--- src/rtl/keypad_pkg.sv ---
// Shared definitions for the keypad row-scan controller: scan FSM encoding
// and the key-code width helper.
package keypad_pkg;

    typedef enum logic [1:0] {
        DRIVE   = 2'd0,
        SAMPLE  = 2'd1,
        COMPARE = 2'd2
    } scan_state_t;

    function automatic int code_width(input int rows, input int cols);
        return (rows * cols > 1) ? $clog2(rows * cols) : 1;
    endfunction

endpackage

--- src/rtl/sync_2ff.sv ---
// Two-flop synchronizer for asynchronous level inputs, with a configurable
// reset value so idle-high lines come out of reset inactive.
module sync_2ff #(
    parameter int               WIDTH     = 1,
    parameter logic [WIDTH-1:0] RESET_VAL = '0
) (
    input  logic             clock,
    input  logic             reset_n,
    input  logic [WIDTH-1:0] d,
    output logic [WIDTH-1:0] q
);

    logic [WIDTH-1:0] meta;

    // NOTE: non-blocking assignments let both stages sample the old value on
    // the same edge; blocking here would collapse the chain into one flop.
    always_ff @(posedge clock) begin
        if (!reset_n) begin
            meta <= RESET_VAL;
            q    <= RESET_VAL;
        end else begin
            meta <= d;
            q    <= meta;
        end
    end

endmodule

--- src/rtl/keypad_scan_ctrl.sv ---
// Row-scanning keypad controller: drives one row low at a time, builds a
// whole-matrix image, debounces it over DB_SCANS scans and emits press/release events.
module keypad_scan_ctrl
    import keypad_pkg::*;
#(
    parameter int ROWS     = 4,
    parameter int COLS     = 4,
    parameter int SETTLE   = 3,
    parameter int DB_SCANS = 4
) (
    input  logic                              clock,
    input  logic                              reset_n,
    output logic [ROWS-1:0]                   row_n,
    input  logic [COLS-1:0]                   col_n,
    output logic                              key_valid,
    input  logic                              key_ready,
    output logic [code_width(ROWS, COLS)-1:0] key_code,
    output logic                              key_press,
    output logic                              ghost
);

    localparam int KEYS = ROWS * COLS;
    localparam int CW   = code_width(ROWS, COLS);
    localparam int RW   = $clog2(ROWS);
    localparam int SW   = $clog2(SETTLE);
    localparam int DW   = $clog2(DB_SCANS + 1);

    logic [COLS-1:0] sync_col;
    scan_state_t     state, state_next;
    logic [RW-1:0]   row_idx, row_next;
    logic [SW-1:0]   settle_cnt, settle_next;
    logic            armed;

    logic [KEYS-1:0] image, prev_image;
    logic [DW-1:0]   stable_cnt, stable_next;
    logic            rep_valid;
    logic [CW-1:0]   rep_code;

    logic [1:0]      key_cnt;
    logic [CW-1:0]   key_idx;
    logic            qualify, ev_fire, ev_press, ghost_hit;
    logic [CW-1:0]   ev_code;

    // Only zero, one or "many" keys matter, so the count saturates at 2.
    function automatic logic [1:0] key_count(input logic [KEYS-1:0] img);
        logic [1:0] n;
        n = 2'd0;
        for (int i = 0; i < KEYS; i++) begin
            if (img[i] && n != 2'd2) n = n + 2'd1;
        end
        return n;
    endfunction

    function automatic logic [CW-1:0] key_index(input logic [KEYS-1:0] img);
        logic [CW-1:0] idx;
        idx = '0;
        for (int i = KEYS - 1; i >= 0; i--) begin
            if (img[i]) idx = CW'(i);
        end
        return idx;
    endfunction

    sync_2ff #(
        .WIDTH    (COLS),
        .RESET_VAL({COLS{1'b1}})
    ) u_col_sync (
        .clock  (clock),
        .reset_n(reset_n),
        .d      (col_n),
        .q      (sync_col)
    );

    // armed holds the scan on the edge that releases reset, so row 0 gets a
    // full settle window starting on the first cycle out of reset.
    always_ff @(posedge clock) begin
        if (!reset_n) begin
            state      <= DRIVE;
            row_idx    <= '0;
            settle_cnt <= '0;
            armed      <= 1'b0;
        end else begin
            state      <= state_next;
            row_idx    <= row_next;
            settle_cnt <= settle_next;
            armed      <= 1'b1;
        end
    end

    // NOTE: every output of this block gets a default first, so no path
    // through the case leaves a signal unassigned and no latch is inferred.
    always_comb begin
        state_next  = state;
        row_next    = row_idx;
        settle_next = settle_cnt;
        row_n       = '1;
        if (armed) begin
            unique case (state)
                DRIVE: begin
                    row_n = ~(ROWS'(1) << row_idx);
                    if (settle_cnt == SW'(SETTLE - 1)) begin
                        settle_next = '0;
                        state_next  = SAMPLE;
                    end else begin
                        settle_next = settle_cnt + 1'b1;
                    end
                end
                SAMPLE: begin
                    row_n = ~(ROWS'(1) << row_idx);
                    if (row_idx == RW'(ROWS - 1)) begin
                        state_next = COMPARE;
                    end else begin
                        row_next   = row_idx + 1'b1;
                        state_next = DRIVE;
                    end
                end
                COMPARE: begin
                    row_next   = '0;
                    state_next = DRIVE;
                end
                default: state_next = DRIVE;
            endcase
        end
    end

    always_comb begin
        key_cnt = key_count(image);
        key_idx = key_index(image);
        if (image != prev_image)               stable_next = DW'(1);
        else if (stable_cnt == DW'(DB_SCANS))  stable_next = stable_cnt;
        else                                   stable_next = stable_cnt + 1'b1;

        // A pending event defers everything; the next COMPARE re-evaluates.
        qualify   = (state == COMPARE) && (stable_next == DW'(DB_SCANS)) && !key_valid;
        ev_fire   = 1'b0;
        ev_press  = 1'b0;
        ev_code   = rep_code;
        ghost_hit = 1'b0;
        if (qualify) begin
            unique case (key_cnt)
                2'd0: ev_fire = rep_valid;
                2'd1: begin
                    if (!rep_valid) begin
                        ev_fire  = 1'b1;
                        ev_press = 1'b1;
                        ev_code  = key_idx;
                    end else if (key_idx != rep_code) begin
                        ev_fire = 1'b1;
                    end
                end
                default: ghost_hit = 1'b1;
            endcase
        end
    end

    // NOTE: the image registers are reset like any control state because a
    // reset must discard a half-built scan rather than debounce against it.
    always_ff @(posedge clock) begin
        if (!reset_n) begin
            image      <= '0;
            prev_image <= '0;
            stable_cnt <= '0;
            rep_valid  <= 1'b0;
            rep_code   <= '0;
            key_valid  <= 1'b0;
            key_code   <= '0;
            key_press  <= 1'b0;
            ghost      <= 1'b0;
        end else begin
            ghost <= ghost_hit;
            if (key_valid && key_ready) key_valid <= 1'b0;
            if (state == SAMPLE) image[row_idx*COLS +: COLS] <= ~sync_col;
            if (state == COMPARE) begin
                stable_cnt <= stable_next;
                if (image != prev_image) prev_image <= image;
            end
            if (ev_fire) begin
                key_valid <= 1'b1;
                key_code  <= ev_code;
                key_press <= ev_press;
                rep_valid <= ev_press;
                rep_code  <= ev_code;
            end
        end
    end

endmodule

--- config.mk ---
export PLATFORM = sky130hd
export DESIGN_NAME = keypad_scan_ctrl
export DESIGN_NICKNAME = d
export VERILOG_FILES = /design/src/rtl/keypad_pkg.sv /design/src/rtl/sync_2ff.sv /design/src/rtl/keypad_scan_ctrl.sv
export SDC_FILE = /design/constraint.sdc
export NUM_CORES = 1
export LEC_CHECK = 0
export ABC_CLOCK_PERIOD_IN_PS = 20800
export BUFFER_PORTS_ARGS = -buffer_cell sky130_fd_sc_hd__clkbuf_2
export CORE_ASPECT_RATIO = 0.7
export CORE_MARGIN = 2
export CORE_UTILIZATION = 63
export DETAILED_ROUTE_END_ITERATION = 7
export GPL_ROUTABILITY_DRIVEN = 0
export GPL_TIMING_DRIVEN = 0
export PLACE_DENSITY_LB_ADDON = 0.3
export SYNTH_ARGS = -nofsm -noshare
export SYNTH_HDL_FRONTEND = slang
export SYNTH_SLANG_ARGS = --single-unit
--- constraint.sdc ---
create_clock -name clock -period 20.8 [get_ports clock]
set_input_delay 3.12 -clock clock [delete_from_list [all_inputs] [get_ports clock]]
set_output_delay 3.12 -clock clock [all_outputs]
set_load 0.005 [all_outputs]
# [Word-level counts from Yosys, hierarchy flattened]
# Cells that the tools add are included.
[totals] register_bits=57 in_bits=7 output_inout_bits=11 wordCells=149
[op_classes] addsub=19 n_eq_ne=26 shifts=3 mux=54 n_bitwise=3 reduce_logical=31
[op_table] operator="4-bit two-way mux" n=18
[op_table] operator="2-bit two-way mux" n=19
[op_table] operator="2-bit by 1-bit adder with 2-bit output, second input constant" n=17
[op_table] operator="2-bit != test, second input constant" n=17
[op_table] operator="4-bit negator with 34-bit output" n=1
[op_table] operator="4-bit by 34-bit variable shift with 16-bit output, first input constant" n=1
[op_table] operator="4-bit by 34-bit variable part select with 16-bit output" n=1
[op_table] operator="1-bit logical AND" n=18
[op_table] operator="16-bit bitwise mux" n=1
[op_table] operator="16-bit != test" n=1
[op_table] operator="1-bit two-way mux" n=11
[op_table] operator="4-bit inverter" n=2
[op_table] operator="2-bit one-hot mux with 2 select lines" n=2
[op_table] operator="2-bit AND reduction" n=4
[op_table] operator="2-bit equality test, second input constant" n=3
[op_table] operator="3-bit equality test, second input constant" n=2
[op_table] operator="3-bit two-way mux" n=2
[op_table] operator="2-bit by 1-bit equality test with 1-bit output, second input constant" n=2
[op_table] operator="2-bit zero test" n=2
[op_table] operator="4-bit != test" n=1
[op_table] operator="4-bit AND reduction" n=1
[op_table] operator="2-bit nonzero test" n=2
[op_table] operator="2-bit OR reduction" n=2
[op_table] operator="1-bit by 2-bit << shifter with 4-bit output, first input constant" n=1
[op_table] operator="5 further kinds" n=5

# [Longest topological paths before layout]
[depth] word_depth=50 ltp_mapped=67 depth_no_buf=65

# [Cells and area by module]
# From an unflattened synthesis, not the netlist that was laid out.
[unflattened] cells_unflattened=454 hier_area_um2=3601.0
[modules_own_cells] module="keypad_scan_ctrl" n_inst=1 cells_each=438 area_per_inst_um2=3390.8
[modules_own_cells] module="sync_2ff" n_inst=1 cells_each=16 area_per_inst_um2=210.2

# [Least setup slack after synthesis]
# No wires, ideal clock.
[synth_timing] path_type="register to register" start="register image[0]" end="register rep_code[0]" setup_ps=128 t_arrival_ps=11909 t_required_ps=20672 setup_slack_ps=8764 stages_incl_launch_ff=67 n_path_buf=2 synth_period_minus_slack_ps=12036 path_cell_list="dfxtp_1 -> clkbuf_1 -> inv_1 -> ha_1 -> xor2_4 -> ha_1 -> and2b_4 -> a211o_1 -> and2_1 -> ha_1 -> nand2b_2 -> xor2_2 -> xnor2_2 -> ha_1 -> and2b_1 -> nor2_1 -> a221oi_1 -> ha_1 -> (+31 left out) -> ha_1 -> nor2b_1 -> xnor2_1 -> xnor2_1 -> xnor2_2 -> xnor2_4 -> ha_1 -> nor2b_1 -> xnor2_4 -> inv_2 -> ha_1 -> nor2b_1 -> nor3_1 -> o211ai_1 -> o22a_1 -> a2111oi_4 -> mux2i_1 -> nor2_1"
[synth_via] elab_chain_len=50 elab_cells_between_ends=75 classes_between="add/sub: 15; eq/ne: 19; mux: 22; reduce/logical: 19"
[synth_lines] item="start: declaration" line="keypad_scan_ctrl.sv:34" text="logic [KEYS-1:0] image, prev_image;"
[synth_lines] item="start signal: indexed assignment" line="keypad_scan_ctrl.sv:171" text="if (state == SAMPLE) image[row_idx*COLS +: COLS] <= ~sync_col;"
[synth_lines] item="parallel branches: the longest is 50 deep, another holds 2-bit by 1-bit adder with 2-bit output"
[synth_lines] item="end signal: assignment" line="keypad_scan_ctrl.sv:181" text="rep_code <= ev_code;"
[synth_lines] item="end: declaration" line="keypad_scan_ctrl.sv:37" text="logic [CW-1:0] rep_code;"
# Several ways; the timed one is not identified.
# A chain may end at the register's enable or synchronous reset.

# [Final worst setup path]
[layout_timing] start="register image[0]" end="register rep_code[3]"
# Same word-level chain as after synthesis.

==> out/qor.txt <==
=====================================================================================
Maximum capacitance violations                                                      0
Clock transition at the registers of the reported paths                       0.06 ns
Initial detailed-routing violation count                                          147
Port Buf Inserts                                                                   17
Cell count after synthesis                                                        421
Worst setup slack before clock tree synthesis                                7.371 ns
Number of sinks on the clock net                                                   57
Top FF cell, synth                                                       sky130_fd_sc_hd__dfxtp_1
Fraction of synthesis flops using an asynchronous set or reset pin                 0%
Final Skew                                                                0.005589 ns
Most frequent standard cell in the layout excluding fill and tap cells   sky130_fd_sc_hd__nor2_1
CP max FO                                                                           8
Fmax                                                                        74.37 MHz
Total via count after detailed routing                                           2981
Number of distinct library cells after synthesis                                   60
Synthesis-to-finish area growth                                                9.504%
Delay-heaviest family, CP                                                simple AND/OR/NAND/NOR gates
Setup TNS Final                                                                  0 ns
Final worst slack                                                            7.354 ns
Count of antenna diodes in the layout                                               0
Die width                                                                93.78 microns
Max H-tree Level                                                                    3
Post-synthesis instance area                                               3555 sq um
Total power                                                                  209.2 uW
Endpoint kind of the worst setup timing path                                flip-flop
Final cycle utilization of the critical path                                   64.65%
Largest net degree at the start of global routing                                  11
PwrDens                                                                  53.74 nW/um^2
Final Hold Fails                                                                    0
Result of the run                                                        finished clean
Clock latency reported for the late side of the worst-skew pair               0.34 ns
Die Area                                                                   6269 sq um
Global-route track usage on met1                                               35.43%
Area of the core                                                           5340 sq um
Net Count, Synth                                                                  452
Average vias per placed instance                                                5.689
Slowest CP cell                                                          sky130_fd_sc_hd__a2111oi_4
Buffers & Inverters on Critical Path                                                6
Number of synthesized flops with an enable pin                                      0
Slew at the pin closest to its max-slew limit                                1.083 ns
Hold/Removal Path Class                                                       reg2reg
Count of state elements after synthesis                                            57
Critical Path Most Common Cell                                           sky130_fd_sc_hd__ha_1
Met2 demand-to-capacity share in global routing                                42.95%
Detailed-routing iteration count for the pre-antenna-repair pass                    4
Clock root buffer                                                        sky130_fd_sc_hd__clkbuf_8
Post-DP HPWL                                                             5784 microns
First-pass GRT wire length                                               13130 microns
Required time of the worst setup path                                        21.01 ns
Global router's overall resource usage                                         27.13%
Remaining global-route overflow                                                     0
Average wire per cell in the routed design                               14.51 microns
Type of the setup path with the least slack                                   reg2reg
Ports placed on the boundary                                                       18
Leading cell types in the layout, fill and taps excluded                 71 x sky130_fd_sc_hd__nor2_1, 57 x sky130_fd_sc_hd__dfxtp_1, 34 x sky130_fd_sc_hd__a21oi_1, 30 x sky130_fd_sc_hd__nand2_1, 29 x sky130_fd_sc_hd__xnor2_1
Leakage component of the power                                               1.495 nW
Antenna-violating nets left                                                         0
Share of the yosys chip area belonging to registers                            32.10%
Relative max-transition margin                                                 27.17%
Number of nets in the final layout                                                480
Hold Path Cell Cnt                                                                  1
Count of final setup violators                                                      0
Max IR drop VDD                                                          0.00005074 V
Hold bufs inserted after CTS                                                        0
Count of instances resized after the clock tree is built                            0
Vias in the first global route                                                   2949
Met3 layer usage reported by global route                                      8.597%
Number of antenna violations at the first check in global routing                   0
Register-to-Register Path Depth                                                    64
Number of warning messages in the yosys log                                         0
Post CTS Setup Buffer Count                                                         0
Layer carrying the most global-route usage                                       met2
RSZ-0062 raised after global routing                                               no
Overall routed net length                                                7603 microns
Floorplan row count                                                                22
Avg Inst Size Synth                                                       8.443 sq um
CTS tree                                                                        built
Number of clock buffers inserted by TritonCTS                                       9
Share of cells above drive strength 1                                          12.17%
Min cycle time layout                                                        13.45 ns
Max incr delay on CP                                                          0.57 ns
Max-slew violations                                                                 0
Path length in cells of the critical path                                          64
Type of element launching the critical path                                 flip-flop
Clock Path Buffers                                                                  2
Effective utilization at floorplan                                             66.57%
Residual DRC                                                                        0
Vert. Die Dim                                                            66.85 microns
Worst endpoint data arrival time                                             13.66 ns
=====================================================================================
report_power, final:
group / leakage (nW) / switching [mW] / internal (mW)
Clock: 0.0826 / 0.0420 / 0.0486
Sequential: 0.462 / 0.00107 / 0.110
Combinational: 0.951 / 0.00454 / 0.00266
flip-flops by register name, indices dropped and copies added, names as in the netlist:
signal,count
armed,1
ghost,1
image,16
key_valid,1
prev_image,16
rep_code,4
rep_valid,1
row_idx,2
settle_cnt,2
stable_cnt,3
state,2
u_col_sync.meta,4
u_col_sync.q,4
logic make-up after synthesis:
logic type | count (synthesis) | share of synthesized area, %
and+or+nand+nor | 170 | 23.06
xor gates and xnor gates | 42 | 12.99
AOI/OAI and AO/OA | 72 | 13.20
muxes | 21 | 5.949
buffers and inverters | 35 | 4.259
adders and majority gates | 24 | 8.448
DFF | 57 | 32.10
path summary, 6_finish.rpt:
kind                                         start               to  slack, ns
worst max-delay path                      image[0]      rep_code[3]       7.35
worst max register to register            image[0]      rep_code[3]       7.35
worst min-delay path            u_col_sync.meta[1]  u_col_sync.q[1]       0.41
worst min register to register  u_col_sync.meta[1]  u_col_sync.q[1]       0.41
per-layer routing:
layer | part of all wire (%) | wire length (microns)
met2 | 44 | 3367
met5 | 0 | 0
met1 | 47 | 3605
met4 | 1.3 | 100
met3 | 6.9 | 528
synth_stat cells, types with 2 or more instances:
library cell / n / area share (%)
sky130_fd_sc_hd__nand2b_1: 18 / 3.2
sky130_fd_sc_hd__a21oi_1: 34 / 4.8
sky130_fd_sc_hd__nor2b_1: 9 / 1.6
sky130_fd_sc_hd__inv_2: 2 / 0.21
sky130_fd_sc_hd__o21a_1: 3 / 0.63
sky130_fd_sc_hd__or4_1: 2 / 0.42
sky130_fd_sc_hd__o32ai_1: 2 / 0.49
sky130_fd_sc_hd__and2_1: 4 / 0.70
sky130_fd_sc_hd__nand2_1: 30 / 3.2
sky130_fd_sc_hd__nand3_1: 7 / 0.99
sky130_fd_sc_hd__nor3_1: 4 / 0.56
sky130_fd_sc_hd__mux2i_1: 20 / 5.6
sky130_fd_sc_hd__a21o_1: 2 / 0.42
sky130_fd_sc_hd__nor2_1: 71 / 7.5
sky130_fd_sc_hd__a31oi_1: 2 / 0.35
sky130_fd_sc_hd__ha_1: 24 / 8.4
sky130_fd_sc_hd__inv_1: 15 / 1.6
sky130_fd_sc_hd__nor4_1: 6 / 1.1
sky130_fd_sc_hd__xor2_2: 2 / 0.92
sky130_fd_sc_hd__xnor2_1: 29 / 7.1
sky130_fd_sc_hd__xnor2_2: 3 / 1.4
sky130_fd_sc_hd__xnor2_4: 2 / 1.5
sky130_fd_sc_hd__o21ai_0: 8 / 1.1
sky130_fd_sc_hd__xor2_1: 5 / 1.2
sky130_fd_sc_hd__buf_2: 5 / 0.70
sky130_fd_sc_hd__nand2b_2: 2 / 0.49
sky130_fd_sc_hd__o22ai_1: 2 / 0.35
sky130_fd_sc_hd__a211oi_1: 2 / 0.42
sky130_fd_sc_hd__and2b_1: 2 / 0.42
sky130_fd_sc_hd__nand4_1: 9 / 1.6
sky130_fd_sc_hd__dfxtp_1: 57 / 32
sky130_fd_sc_hd__clkbuf_1: 10 / 1.1
cell type report:
type	count	area, sq um
repair buffers	17	85.08
clock buffers	14	162.7
fillers	438	1448
inverters	18	70.07
plain buffers	17	81.33
flip-flops and latches	57	1141
well taps	72	90.09
multi-input cells	329	2262
per-stage QoR:
step	instance area [sq um]	cells	utilization, %	hold WS (ns)
after floorplan	3555	421	-	0.3863
after global placement	3730	510	69.85	0.3895
after detailed placement	3730	510	69.85	0.3983
after CTS	3892	524	72.89	0.4135
after global routing	3892	524	72.89	0.4233
final	3892	524	72.89	0.4098
Note: power is estimated with default switching activity, not from simulation.
